--- config.mk ---
export PLATFORM = sky130hd
export DESIGN_NAME = aes_core_arbiter
export DESIGN_NICKNAME = d
export VERILOG_FILES = /design/src/rtl/aes_core_arbiter.sv
export SDC_FILE = /design/constraint.sdc
export NUM_CORES = 1
export LEC_CHECK = 0
export CORE_AREA = 4 4 306 308
export DETAILED_ROUTE_END_ITERATION = 8
export DIE_AREA = 0 0 310 312
export GPL_TIMING_DRIVEN = 0
export PLACE_DENSITY = 0.44
export SLEW_MARGIN = 20
export SYNTH_ARGS = -nofsm -noshare
export SYNTH_HDL_FRONTEND = slang
export SYNTH_SLANG_ARGS = --single-unit
--- constraint.sdc ---
create_clock -name clk -period 6.6 [get_ports clk]
set_input_delay 0.66 -clock clk [delete_from_list [all_inputs] [get_ports clk]]
set_output_delay 0.66 -clock clk [all_outputs]
set_load 0.02 [all_outputs]
--- src/rtl/aes_core_arbiter.sv ---
// ============================================================================
// Module   : aes_core_arbiter
// Purpose  : Round-robin sharing of one AES core among NREQ GCM requesters.
//            Optional macro AES_ARB_PRIO0_EN gives requester 0 strict priority.
// Revision : 1.0
// ============================================================================
`default_nettype none

module aes_core_arbiter #(
    parameter int NREQ  = 3,
    parameter int BLK_W = 128,
    parameter int IDW   = 2
) (
    input  logic                  clk,
    input  logic                  rst_n,
    input  logic [NREQ-1:0]       req,
    input  logic [NREQ*BLK_W-1:0] req_blk,
    output logic [NREQ-1:0]       ack,
    output logic [BLK_W-1:0]      rsp_data,
    output logic [NREQ-1:0]       rsp_valid,
    output logic [IDW-1:0]        rsp_id,
    input  logic                  flush,
    input  logic                  core_ready,
    output logic                  core_start,
    output logic [BLK_W-1:0]      core_block,
    input  logic                  core_done,
    input  logic [BLK_W-1:0]      core_result,
    output logic                  busy
);

    typedef enum logic [1:0] {
        S_IDLE  = 2'd0,
        S_ISSUE = 2'd1,
        S_WAIT  = 2'd2,
        S_DRAIN = 2'd3
    } state_t;

    state_t             r_state;
    logic [IDW-1:0]     r_rr_ptr;
    logic [IDW-1:0]     r_gnt;
    logic [NREQ-1:0]    r_ack;
    logic               r_core_start;
    logic [BLK_W-1:0]   r_core_block;
    logic [NREQ-1:0]    r_rsp_valid;
    logic [BLK_W-1:0]   r_rsp_data;
    logic [IDW-1:0]     r_rsp_id;
    logic               r_busy;

    state_t             w_state_nxt;
    logic [IDW-1:0]     w_rr_nxt;
    logic [IDW-1:0]     w_gnt_nxt;
    logic [NREQ-1:0]    w_ack_nxt;
    logic               w_start_nxt;
    logic [BLK_W-1:0]   w_block_nxt;
    logic [NREQ-1:0]    w_valid_nxt;
    logic [BLK_W-1:0]   w_data_nxt;
    logic [IDW-1:0]     w_id_nxt;

    logic               w_found;
    logic [IDW-1:0]     w_win;
    logic [NREQ-1:0]    w_win_oh;
    logic [NREQ-1:0]    w_gnt_oh;
    int                 w_idx;

    // Rotating search starting just above the last winner, wrapping modulo NREQ.
    always_comb begin
        w_found = 1'b0;
        w_win   = '0;
        w_idx   = 0;
        for (int k = 1; k <= NREQ; k++) begin
            w_idx = int'(r_rr_ptr) + k;
            if (w_idx >= NREQ) w_idx = w_idx - NREQ;
            if (!w_found && req[w_idx]) begin
                w_found = 1'b1;
                w_win   = IDW'(w_idx);
            end
        end
`ifdef AES_ARB_PRIO0_EN
        if (req[0]) begin
            w_found = 1'b1;
            w_win   = '0;
        end
`endif
    end

    assign w_win_oh = NREQ'(1) << w_win;
    assign w_gnt_oh = NREQ'(1) << r_gnt;

    always_comb begin
        w_state_nxt = r_state;
        w_rr_nxt    = r_rr_ptr;
        w_gnt_nxt   = r_gnt;
        w_ack_nxt   = '0;
        w_start_nxt = 1'b0;
        w_block_nxt = r_core_block;
        w_valid_nxt = '0;
        w_data_nxt  = r_rsp_data;
        w_id_nxt    = r_rsp_id;
        case (r_state)
            S_IDLE: begin
                if (w_found) begin
                    w_state_nxt = S_ISSUE;
                    w_ack_nxt   = w_win_oh;
                    w_gnt_nxt   = w_win;
                    w_block_nxt = req_blk[int'(w_win)*BLK_W +: BLK_W];
`ifdef AES_ARB_PRIO0_EN
                    // Priority grants to requester 0 leave the rotation untouched.
                    if (w_win != '0) w_rr_nxt = w_win;
`else
                    w_rr_nxt    = w_win;
`endif
                end
            end
            S_ISSUE: begin
                if (flush) begin
                    w_state_nxt = S_IDLE;
                end else if (core_ready) begin
                    w_start_nxt = 1'b1;
                    w_state_nxt = S_WAIT;
                end
            end
            S_WAIT: begin
                // A flush coinciding with the result discards it; nothing left to drain.
                if (core_done) begin
                    w_state_nxt = S_IDLE;
                    if (!flush) begin
                        w_valid_nxt = w_gnt_oh;
                        w_data_nxt  = core_result;
                        w_id_nxt    = r_gnt;
                    end
                end else if (flush) begin
                    w_state_nxt = S_DRAIN;
                end
            end
            S_DRAIN: begin
                if (core_done) w_state_nxt = S_IDLE;
            end
            default: w_state_nxt = S_IDLE;
        endcase
    end

    always_ff @(posedge clk or negedge rst_n) begin
        if (!rst_n) begin
            r_state      <= S_IDLE;
            r_rr_ptr     <= IDW'(NREQ - 1);
            r_gnt        <= '0;
            r_ack        <= '0;
            r_core_start <= 1'b0;
            r_core_block <= '0;
            r_rsp_valid  <= '0;
            r_rsp_data   <= '0;
            r_rsp_id     <= '0;
            r_busy       <= 1'b0;
        end else begin
            r_state      <= w_state_nxt;
            r_rr_ptr     <= w_rr_nxt;
            r_gnt        <= w_gnt_nxt;
            r_ack        <= w_ack_nxt;
            r_core_start <= w_start_nxt;
            r_core_block <= w_block_nxt;
            r_rsp_valid  <= w_valid_nxt;
            r_rsp_data   <= w_data_nxt;
            r_rsp_id     <= w_id_nxt;
            r_busy       <= (w_state_nxt != S_IDLE);
        end
    end

    assign ack        = r_ack;
    assign core_start = r_core_start;
    assign core_block = r_core_block;
    assign rsp_valid  = r_rsp_valid;
    assign rsp_data   = r_rsp_data;
    assign rsp_id     = r_rsp_id;
    assign busy       = r_busy;

endmodule

`default_nettype wire

==> results of run 1 <==
## synth_stat cells, drive strengths merged (3+ instances only)
cell / n / area, sq um
mux2i: 130 / 1300
nand2b: 4 / 25.0
dfrtp: 270 / 6760
o211ai: 129 / 968
nor2b: 5 / 31.3
inv: 5 / 18.8
mux2: 130 / 1460
nor2: 3 / 11.3
nand2: 131 / 492
a2111oi: 3 / 57.6
buf: 64 / 353
nand3: 129 / 646
clkbuf: 25 / 93.8
ha: 4 / 50.1
## flip-flops by register name (all words and copies together) (netlist names)
name and cells:
rsp_valid 3, busy 1, ack 3, core_block 128, r_rr_ptr 2, rsp_id 2, r_state 2, rsp_data 128
core_start 1, r_gnt 1
## repair_timing
action                                 in CTS  in global routing
hold buffers                                1                  0
setup endpoints to repair                   0                  0
endpoints found under the hold margin      12                  0
## layer usage
layer | up-vias | routed length, um
met2 | 526 | 35100
met5 | - | 55
met1 | 5825 | 25500
li1 | 5512 | -
met4 | 8 | 1440
met3 | 84 | 6070
## area by class of cell
cell class | count | area, sq um | share of cell area [%]
multi-input combinational | 692 | 5230 | 22.7
antenna | 5 | 12.5 | 0.0542
clock inverter | 10 | 105 | 0.456
clock buffer | 55 | 1030 | 4.48
inverter | 5 | 18.8 | 0.0814
buffer | 89 | 447 | 1.94
timing repair buffer | 789 | 7960 | 34.5
sequential | 271 | 6780 | 29.4
tap | 1186 | 1480 | 6.43
## tightest hold or removal path, cell delays in order, from the launching register on
cell,delay [ps]
dfrtp_1,340
nand2_1,50
o211ai_1,70
## logic make-up after synthesis
family,after synthesis,synth area share (%)
flops,271,54.4
simple gates,281,10.2
buf+inv,94,3.73
compound gates,147,9.19
fa+ha+maj,4,0.401
mux,260,22.2
## how the worst max path moves through the flow
stage / start / to / slack (ps) / depth (start not counted)
after floorplan: r_rr_ptr[1]$_DFFE_PN1P_ / core_block[20]$_DFFE_PN0P_ / 4180 / 10
after global placement: rst_n / core_block[68]$_DFFE_PN0P_ / -7970 / 1
after detailed placement: req[0] / core_block[22]$_DFFE_PN0P_ / 2410 / 8
after CTS: r_rr_ptr[0]$_DFFE_PN0P_ / core_block[20]$_DFFE_PN0P_ / 2430 / 10
after global routing: r_rr_ptr[0]$_DFFE_PN0P_ / core_block[25]$_DFFE_PN0P_ / 2350 / 10
final: r_rr_ptr[0]$_DFFE_PN0P_ / core_block[20]$_DFFE_PN0P_ / 2750 / 9
## power by group through the flow
stage / Sequential, mW / Clock, mW / Combinational [mW]
finish: 2.93 / 1.92 / 7.45
global route: 3.04 / 2.08 / 8.08
CTS: 2.95 / 2.02 / 7.70
detailed placement: 2.96 / 0 / 7.67
global placement: 2.94 / 0 / 7.63
floorplan: 3.83 / 0 / 3.06
## cell usage in the layout, fill, tap and decap left out, types with 6 or more instances in the layout
cell	instances
mux2i_1	130
buf_2	48
clkbuf_16	36
buf_4	14
nand3_1	129
clkbuf_8	6
clkdlybuf4s50_1	784
clkbuf_1	38
o211ai_1	129
clkinv_2	6
nand2_1	131
dfrtp_1	270
mux2_2	130
## through the flow
stage / setup slack, ps / utilization, % / hold slack [ps] / area [sq um]
2_1_floorplan: 4180 / - / 364 / 12500
3_3_place_gp: -7970 / 23.9 / 481 / 21800
3_5_place_dp: 2410 / 24.0 / 485 / 21900
4_1_cts: 2430 / 25.3 / 468 / 23100
5_1_grt: 2350 / 25.3 / 505 / 23100
6_report: 2750 / 25.3 / 489 / 23100
==> qor.csv, run 1 <==
metric,value,unit
grt_util_met1,14.9,%
path_max_fanout,11,
synth.net_count,1581,
min_from,core_block[98]$_DFFE_PN0P_,
pwr-share-clk,15.6,%
slew_headroom,19.9,%
crit_path_start_kind,flop,
synth_flop_cell,dfrtp_1,
arrival,4210,ps
fillerInstances,9599,
row_count,111,
initialDrtViolationCount,526,
dp_hpwl,55400,um
endpoint_kind,flop,
gr-max-usage-layer,met2,
r2r_setup_slack,2750,ps
worstPathCellList,"inv_1, ha_1, buf_2, mux2i_1, o22ai_1, a2111oi_2, nand2b_1, clkbuf_1, o211ai_1",
tritoncts,built,
ir_drop,0.000192,V
clk_pin_slew,60,ps
synth_area,12500,sq um
globalRouteMet3Util,4.57,%
setup_tns,0,ps
cts.sinks,271,
status,completed,
die_area,96700,sq um
cap_violations,0,
met2_usage,25.1,%
place.gp.congestion,0.809,
synth_area_per_cell,11.8,sq um
drv_slew,0,
power_density,533,nW/um^2
async_flop_share,100,%
stdcell_count,3102,
tightest_slew,1200,ps
cts_max_level,2,
synth-seq-cells,271,
cellLeakagePower,9.56,nW
r2r_cells,9,
drive_gt1_share,13.2,%
core,91100,sq um
final_nets,2408,
finalPower,12.3,mW
vias,12000,
p_sw,5.53,mW
critPathBufInv,3,
viasPerCell,3.85,
fp.dieW,310,um
ios,786,
synth_cells,1057,
slowest_delay,900,ps
first_global_vias,13400,
yosysSeqAreaShare,54.4,%
setup_viol_count_final,0,
ys_warn_count,0,
seqPwrFrac,23.9,%
p_int,6.77,mW
clock_skew,13.5,ps
dr.pass1.iters,6,
hp-class,flop to flop,
antenna_found_initial,17,
hold_viol,0,
cts-root-buf,clkbuf_16,
port_buffers,785,
grt_first_pass_wirelength,95800,um
cts_resized,0,
track_usage,13.5,%
swShare,45.0,%
holdPathStages,2,
period_minus_slack,3850,ps
slowest_stage,clkbuf_1,
fmax,260,MHz
cts_made_buffers,36,
clk_latency,540,ps
routedWlPerCell,22.0,um
die_h,312,um
drt-total-wl,68200,um
r2r_end,core_block[20]$_DFFE_PN0P_,
period_share,58.4,%
initial_core_util,13.7,%
clock_path_buffers,3,
cts_setup_buffers,0,
min_to,core_block[98]$_DFFE_PN0P_,
rsz0062_at_grt,no,
antenna_left,0,
grt_max_degree,92,
worstReg2RegStart,r_rr_ptr[0]$_DFFE_PN0P_,
post-place-cells,3031,
required,6960,ps
synth.distinct_cells,36,
drc,0,
overflow,0,
synth_edf_count,0,
combPwrFrac,60.6,%
critPathTopFamily,buffers and inverters,
path_class,flop to flop,
syn_to_final_growth,84.9,%
No activity file was read; power rests on OpenSTA's default activity.
==> run 2, diff against run 1 <==
--- a/config.mk
+++ b/config.mk
@@ -5,11 +5,11 @@
 export SDC_FILE = /design/constraint.sdc
 export NUM_CORES = 1
 export LEC_CHECK = 0
-export CORE_AREA = 4 4 306 308
+export CORE_AREA = 4 4 300 302
 export DETAILED_ROUTE_END_ITERATION = 8
-export DIE_AREA = 0 0 310 312
+export DIE_AREA = 0 0 304 306
 export GPL_TIMING_DRIVEN = 0
-export PLACE_DENSITY = 0.44
+export PLACE_DENSITY = 0.45
 export SLEW_MARGIN = 20
 export SYNTH_ARGS = -nofsm -noshare
 export SYNTH_HDL_FRONTEND = slang
==> constraint.sdc (replaced) <==
create_clock -name clk -period 3.7 [get_ports clk]
set_input_delay 0.37 -clock clk [delete_from_list [all_inputs] [get_ports clk]]
set_output_delay 0.37 -clock clk [all_outputs]
set_load 0.02 [all_outputs]
==> qor.csv, run 2 (synthesis results as in run 1) <==
metric,value,unit,change
arrival,3790,ps,-420 ps
slowest_stage,mux2i_1,,
place.gp.congestion,0.869,,+7.4%
dr_wl_met3,4880,um,-20%
r2r_end,core_block[1]$_DFFE_PN0P_,,
finalInstanceArea,23100,sq um,about the same
wl_met1,25700,um,+1.0%
cts_setup_buffers,0,,unchanged
rsz0062_at_grt,no,,
clk_latency,530,ps,about the same
cts-root-buf,clkbuf_16,,
critPathBufInv,5,,+2
antenna_left,0,,unchanged
critPathTopFamily,buffers and inverters,,
grt_first_pass_wirelength,96200,um,+0.35%
vias,12000,,+0.092%
die_h,306,um,-1.9%
final_nets,2408,,unchanged
core,87700,sq um,-3.7%
status,completed,,
worstReg2RegStart,r_rr_ptr[0]$_DFFE_PN0P_,,
tightest_slew,784,ps,-419 ps
fmax,294,MHz,+13%
dp_hpwl,55300,um,about the same
slowest_delay,520,ps,-380 ps
crit_path_start_kind,flop,,
initialDrtViolationCount,482,,-8.4%
grt_max_degree,85,,-7.6%
tritoncts,built,,
hold_viol,0,,unchanged
drive_gt1_share,13.5,%,+0.27 points
syn_to_final_growth,84.9,%,about the same
combPwrFrac,60.5,%,about the same
port_buffers,785,,unchanged
routedWlPerCell,22.1,um,+0.44%
power_density,952,nW/um^2,+79%
seqCellArea,6780,sq um,unchanged
cts_made_buffers,36,,unchanged
routed.top_layer,met5,,
pwr-share-clk,15.5,%,about the same
track_usage,14.0,%,+0.53 points
drt-total-wl,68000,um,-0.27%
p_int,12.2,mW,+80%
cap_violations,0,,unchanged
endpoint_kind,flop,,
setup_slack,301,ps,-2450 ps
die_area,93000,sq um,-3.8%
slew_headroom,47.8,%,+28 points
placed_area,21900,sq um,-0.11%
cts_max_level,2,,unchanged
fp.dieW,304,um,-1.9%
p_sw,9.81,mW,+77%
overflow,0,,unchanged
clock_path_buffers,3,,unchanged
initial_core_util,14.2,%,+0.53 points
first_global_vias,13400,,+0.13%
viasPerCell,3.89,,+0.81%
setup_tns,0,ps,unchanged
drc,0,,unchanged
period_share,91.9,%,+33 points
place_ws,-416,ps,-2830 ps
dr.pass1.iters,5,,-1
required,4090,ps,-2870 ps
ir_drop,0.000351,V,+83%
fillerInstances,9287,,-3.3%
r2r_setup_slack,300,ps,-2450 ps
period_minus_slack,3400,ps,-454 ps
seqPwrFrac,24.0,%,about the same
swShare,44.7,%,-0.29 points
final_common_cell,clkdlybuf4s50_1,,
layout_common_cells,"clkdlybuf4s50_1 (784), dfrtp_1 (270), nand2_1 (131), mux2_2 (130)",,
path_common_cell,buf_2,,
cts.sinks,271,,unchanged
worstPathCellList,"inv_1, ha_1, buf_2, a211oi_1, a211o_1, clkbuf_1, buf_2, buf_2, mux2i_1, o211ai_1",,
path_class,flop to flop,,
ios,786,,unchanged
row_count,109,,-1.8%
multi_input_area,5250,sq um,+0.31%
setup_viol_count_final,0,,unchanged
drv_slew,0,,unchanged
clock_skew,15.5,ps,+1.95 ps
antenna_found_initial,18,,+1
wl_met2,35700,um,+1.6%
r2r_cells,10,,+1
clk_pin_slew,60,ps,about the same
hp-class,primary input to asynchronous set/reset pin,,
hold_ws,307,ps,-182 ps
path_max_fanout,10,,-1
cellLeakagePower,9.56,nW,about the same
## run 2: area by class of cell
cell class	instances	area share (%)
diodes	12	0.130
plain buffers	89	1.97
clock buffers	48	4.40
clock inverters	9	0.477
inverters	5	0.0814
multi-input cells	692	22.7
flip-flops and latches	271	29.4
well taps	1165	6.32
repair buffers	789	34.5
## run 2: worst max path at each step
stage	from	end	slack [ps]	cells past startpoint
after floorplan	r_rr_ptr[1]$_DFFE_PN1P_	core_block[20]$_DFFE_PN0P_	1280	10
after global placement	rst_n	core_block[69]$_DFFE_PN0P_	-10480	1
after detailed placement	r_rr_ptr[0]$_DFFE_PN0P_	core_block[22]$_DFFE_PN0P_	-420	10
after CTS	r_rr_ptr[0]$_DFFE_PN0P_	core_block[28]$_DFFE_PN0P_	160	10
after global routing	r_rr_ptr[0]$_DFFE_PN0P_	core_block[1]$_DFFE_PN0P_	8	10
final	r_rr_ptr[0]$_DFFE_PN0P_	core_block[1]$_DFFE_PN0P_	300	10
## run 2: power groups by stage
stage	clock network, mW	logic (mW)	registers, mW
after floorplan	0	5.45	6.84
final	3.41	13.3	5.26
after global placement	0	13.5	5.29
after global routing	3.68	14.3	5.45
after CTS	3.58	13.7	5.28
after detailed placement	0	13.7	5.31
## run 2: routing by layer
metal / global-route usage (%) / vias to the layer above
met5: 0 / -
met4: 4.36 / 2
met3: 4.43 / 78
met2: 25.7 / 534
met1: 15.5 / 5845
li1: - / 5507
## run 2: timing repair
| action | in CTS | in global routing |
|---|---|---|
| resized for setup | 4 | 1 |
| setup endpoints to repair | 2 | 1 |
| hold endpoints to repair | 34 | 0 |
| hold buffers | 1 | 0 |
## run 2: metrics by stage
| step | total power [mW] | std cells | util (%) |
|---|---|---|---|
| 2_1_floorplan | 12.3 | 1057 | - |
| 3_3_place_gp | 18.8 | 3007 | 24.9 |
| 3_5_place_dp | 19.0 | 3010 | 25.0 |
| 4_1_cts | 22.6 | 3068 | 26.3 |
| 5_1_grt | 23.5 | 3074 | 26.3 |
| 6_report | 22.0 | 3080 | 26.3 |
==> run 3, diff against run 2 <==
--- a/config.mk
+++ b/config.mk
@@ -8,9 +8,8 @@
 export CORE_AREA = 4 4 300 302
 export DETAILED_ROUTE_END_ITERATION = 8
 export DIE_AREA = 0 0 304 306
-export GPL_TIMING_DRIVEN = 0
 export PLACE_DENSITY = 0.45
-export SLEW_MARGIN = 20
+export SLEW_MARGIN = 0
 export SYNTH_ARGS = -nofsm -noshare
 export SYNTH_HDL_FRONTEND = slang
 export SYNTH_SLANG_ARGS = --single-unit
==> qor.csv, run 3 (synthesis results as in run 1) <==
metric,value,unit,change
slowest_delay,600,ps,+80 ps
grt_first_pass_wirelength,87600,um,-9.0%
routedWlPerCell,20.2,um,-8.5%
die_area,93000,sq um,unchanged
port_buffers,785,,unchanged
grt_max_degree,132,,+55%
required,4110,ps,+20 ps
critPathBufInv,2,,-3
path_max_fanout,30,,+20
hp-class,primary input to flop,,
clk_latency,540,ps,about the same
drv_slew,0,,unchanged
hold_viol,0,,unchanged
fmax,321,MHz,+9.0%
clk_pin_slew,60,ps,about the same
slew_headroom,47.8,%,about the same
antenna_found_initial,9,,-9
cts_hold_buf,1,,unchanged
clock_path_buffers,3,,unchanged
fp.dieW,304,um,unchanged
first_global_vias,12800,,-4.7%
cts_made_buffers,36,,unchanged
setup_viol_count_final,0,,unchanged
antenna_left,0,,unchanged
final_nets,2349,,-2.5%
finalPower,21.4,mW,-2.4%
worstPathCellList,"inv_1, ha_1, a211oi_1, a211o_4, mux2i_1, buf_4, o211ai_1",,
setup_tns,0,ps,unchanged
track_usage,12.4,%,-1.6 points
layout_common_cells,"clkdlybuf4s50_1 (784), dfrtp_1 (270), nand2_1 (131), mux2i_1 (130), mux2_2 (130)",,
ir_drop,0.000857,V,+140%
cts.sinks,271,,unchanged
utilization,26.2,%,-0.083 points
dp_hpwl,47400,um,-14%
viasPerCell,3.88,,-0.15%
clock_skew,20.8,ps,+5.31 ps
cts-root-buf,clkbuf_16,,
drt-total-wl,60900,um,-10%
arrival,3530,ps,-260 ps
ios,786,,unchanged
cts_resized,0,,-4
initialDrtViolationCount,501,,+3.9%
core,87700,sq um,unchanged
endpoint_kind,flop,,
period_share,84.3,%,-7.6 points
power_density,932,nW/um^2,-2.1%
slowest_stage,a211o_4,,
fillerInstances,9229,,-0.62%
tritoncts,built,,
dr.pass1.iters,5,,unchanged
syn_to_final_growth,84.3,%,
rsz0062_at_grt,no,,
critPathTopFamily,compound AO/OA/AOI/OAI gates,,
cellLeakagePower,9.48,nW,-0.89%
die_h,306,um,unchanged
status,completed,,
period_minus_slack,3120,ps,-281 ps
path_class,flop to flop,,
row_count,109,,unchanged
drive_gt1_share,12.5,%,-1.0 points
crit_path_start_kind,flop,,
cap_violations,0,,unchanged
drc,0,,unchanged
cts_setup_buffers,0,,unchanged
r2r_setup_slack,580,ps,+280 ps
vias,11700,,-2.2%
initial_core_util,14.2,%,unchanged
final_common_cell,clkdlybuf4s50_1,,
cts_max_level,2,,unchanged
place.gp.congestion,0.799,,-8.0%
tightest_slew,784,ps,+0.122 ps
overflow,0,,unchanged
run 3: metal layers:
layer / up-vias / share of wire, % / GRT usage [%]
li1: 5384 / - / -
met2: 522 / 53 / 23.4
met3: 90 / 7.8 / 3.96
met4: 4 / 2.3 / 3.00
met5: - / 0.036 / 0
met1: 5704 / 37 / 13.5
run 3: report_power, final:
part	internal (mW)	leakage, nW	total [mW]	switching, mW
clock	2.10	0.584	3.51	1.41
sequential	4.44	3.37	5.27	0.827
combinational	5.68	5.52	12.7	6.98
run 3: worst register-to-register path, cell delays in order (launching register included):
cell	delay, ps
dfrtp_1	460
inv_1	180
ha_1	500
a211oi_1	300
a211o_4	600
mux2i_1	600
buf_4	250
o211ai_1	90
run 3: stage by stage:
step / area [sq um] / hold WS (ps) / worst slack [ps] / std cells
finish: 23000 / 410 / 582 / 3017
global route: 23000 / 385 / 330 / 3016
CTS: 23000 / 360 / 518 / 3015
detailed placement: 21800 / 484 / 525 / 2951
global placement: 21800 / 479 / 598 / 2951
floorplan: 12500 / 74.4 / 1280 / 1057
run 3: path summary, 6_finish.rpt:
path | startpoint | end | cells after the start
min | req_blk[351] | core_block[95]$_DFFE_PN0P_ | 3
min in group asynchronous | rst_n | rsp_data[109]$_DFFE_PN0P_ | 2
max in group asynchronous | rst_n | core_block[8]$_DFFE_PN0P_ | 3
max reg2reg | r_rr_ptr[0]$_DFFE_PN0P_ | core_block[22]$_DFFE_PN0P_ | 7
min reg2reg | core_block[48]$_DFFE_PN0P_ | core_block[48]$_DFFE_PN0P_ | 2
max | r_rr_ptr[0]$_DFFE_PN0P_ | core_block[22]$_DFFE_PN0P_ | 7
run 3: final cells by class:
class | count | area [sq um] | area share, %
well taps | 1165 | 1460 | 6.34
inverters | 5 | 18.8 | 0.0816
flip-flops and latches | 271 | 6780 | 29.5
multi-input cells | 692 | 5270 | 22.9
clock buffers | 49 | 1030 | 4.48
clock inverters | 14 | 159 | 0.691
repair buffers | 819 | 8270 | 36.0
diodes | 2 | 5.00 | 0.0218
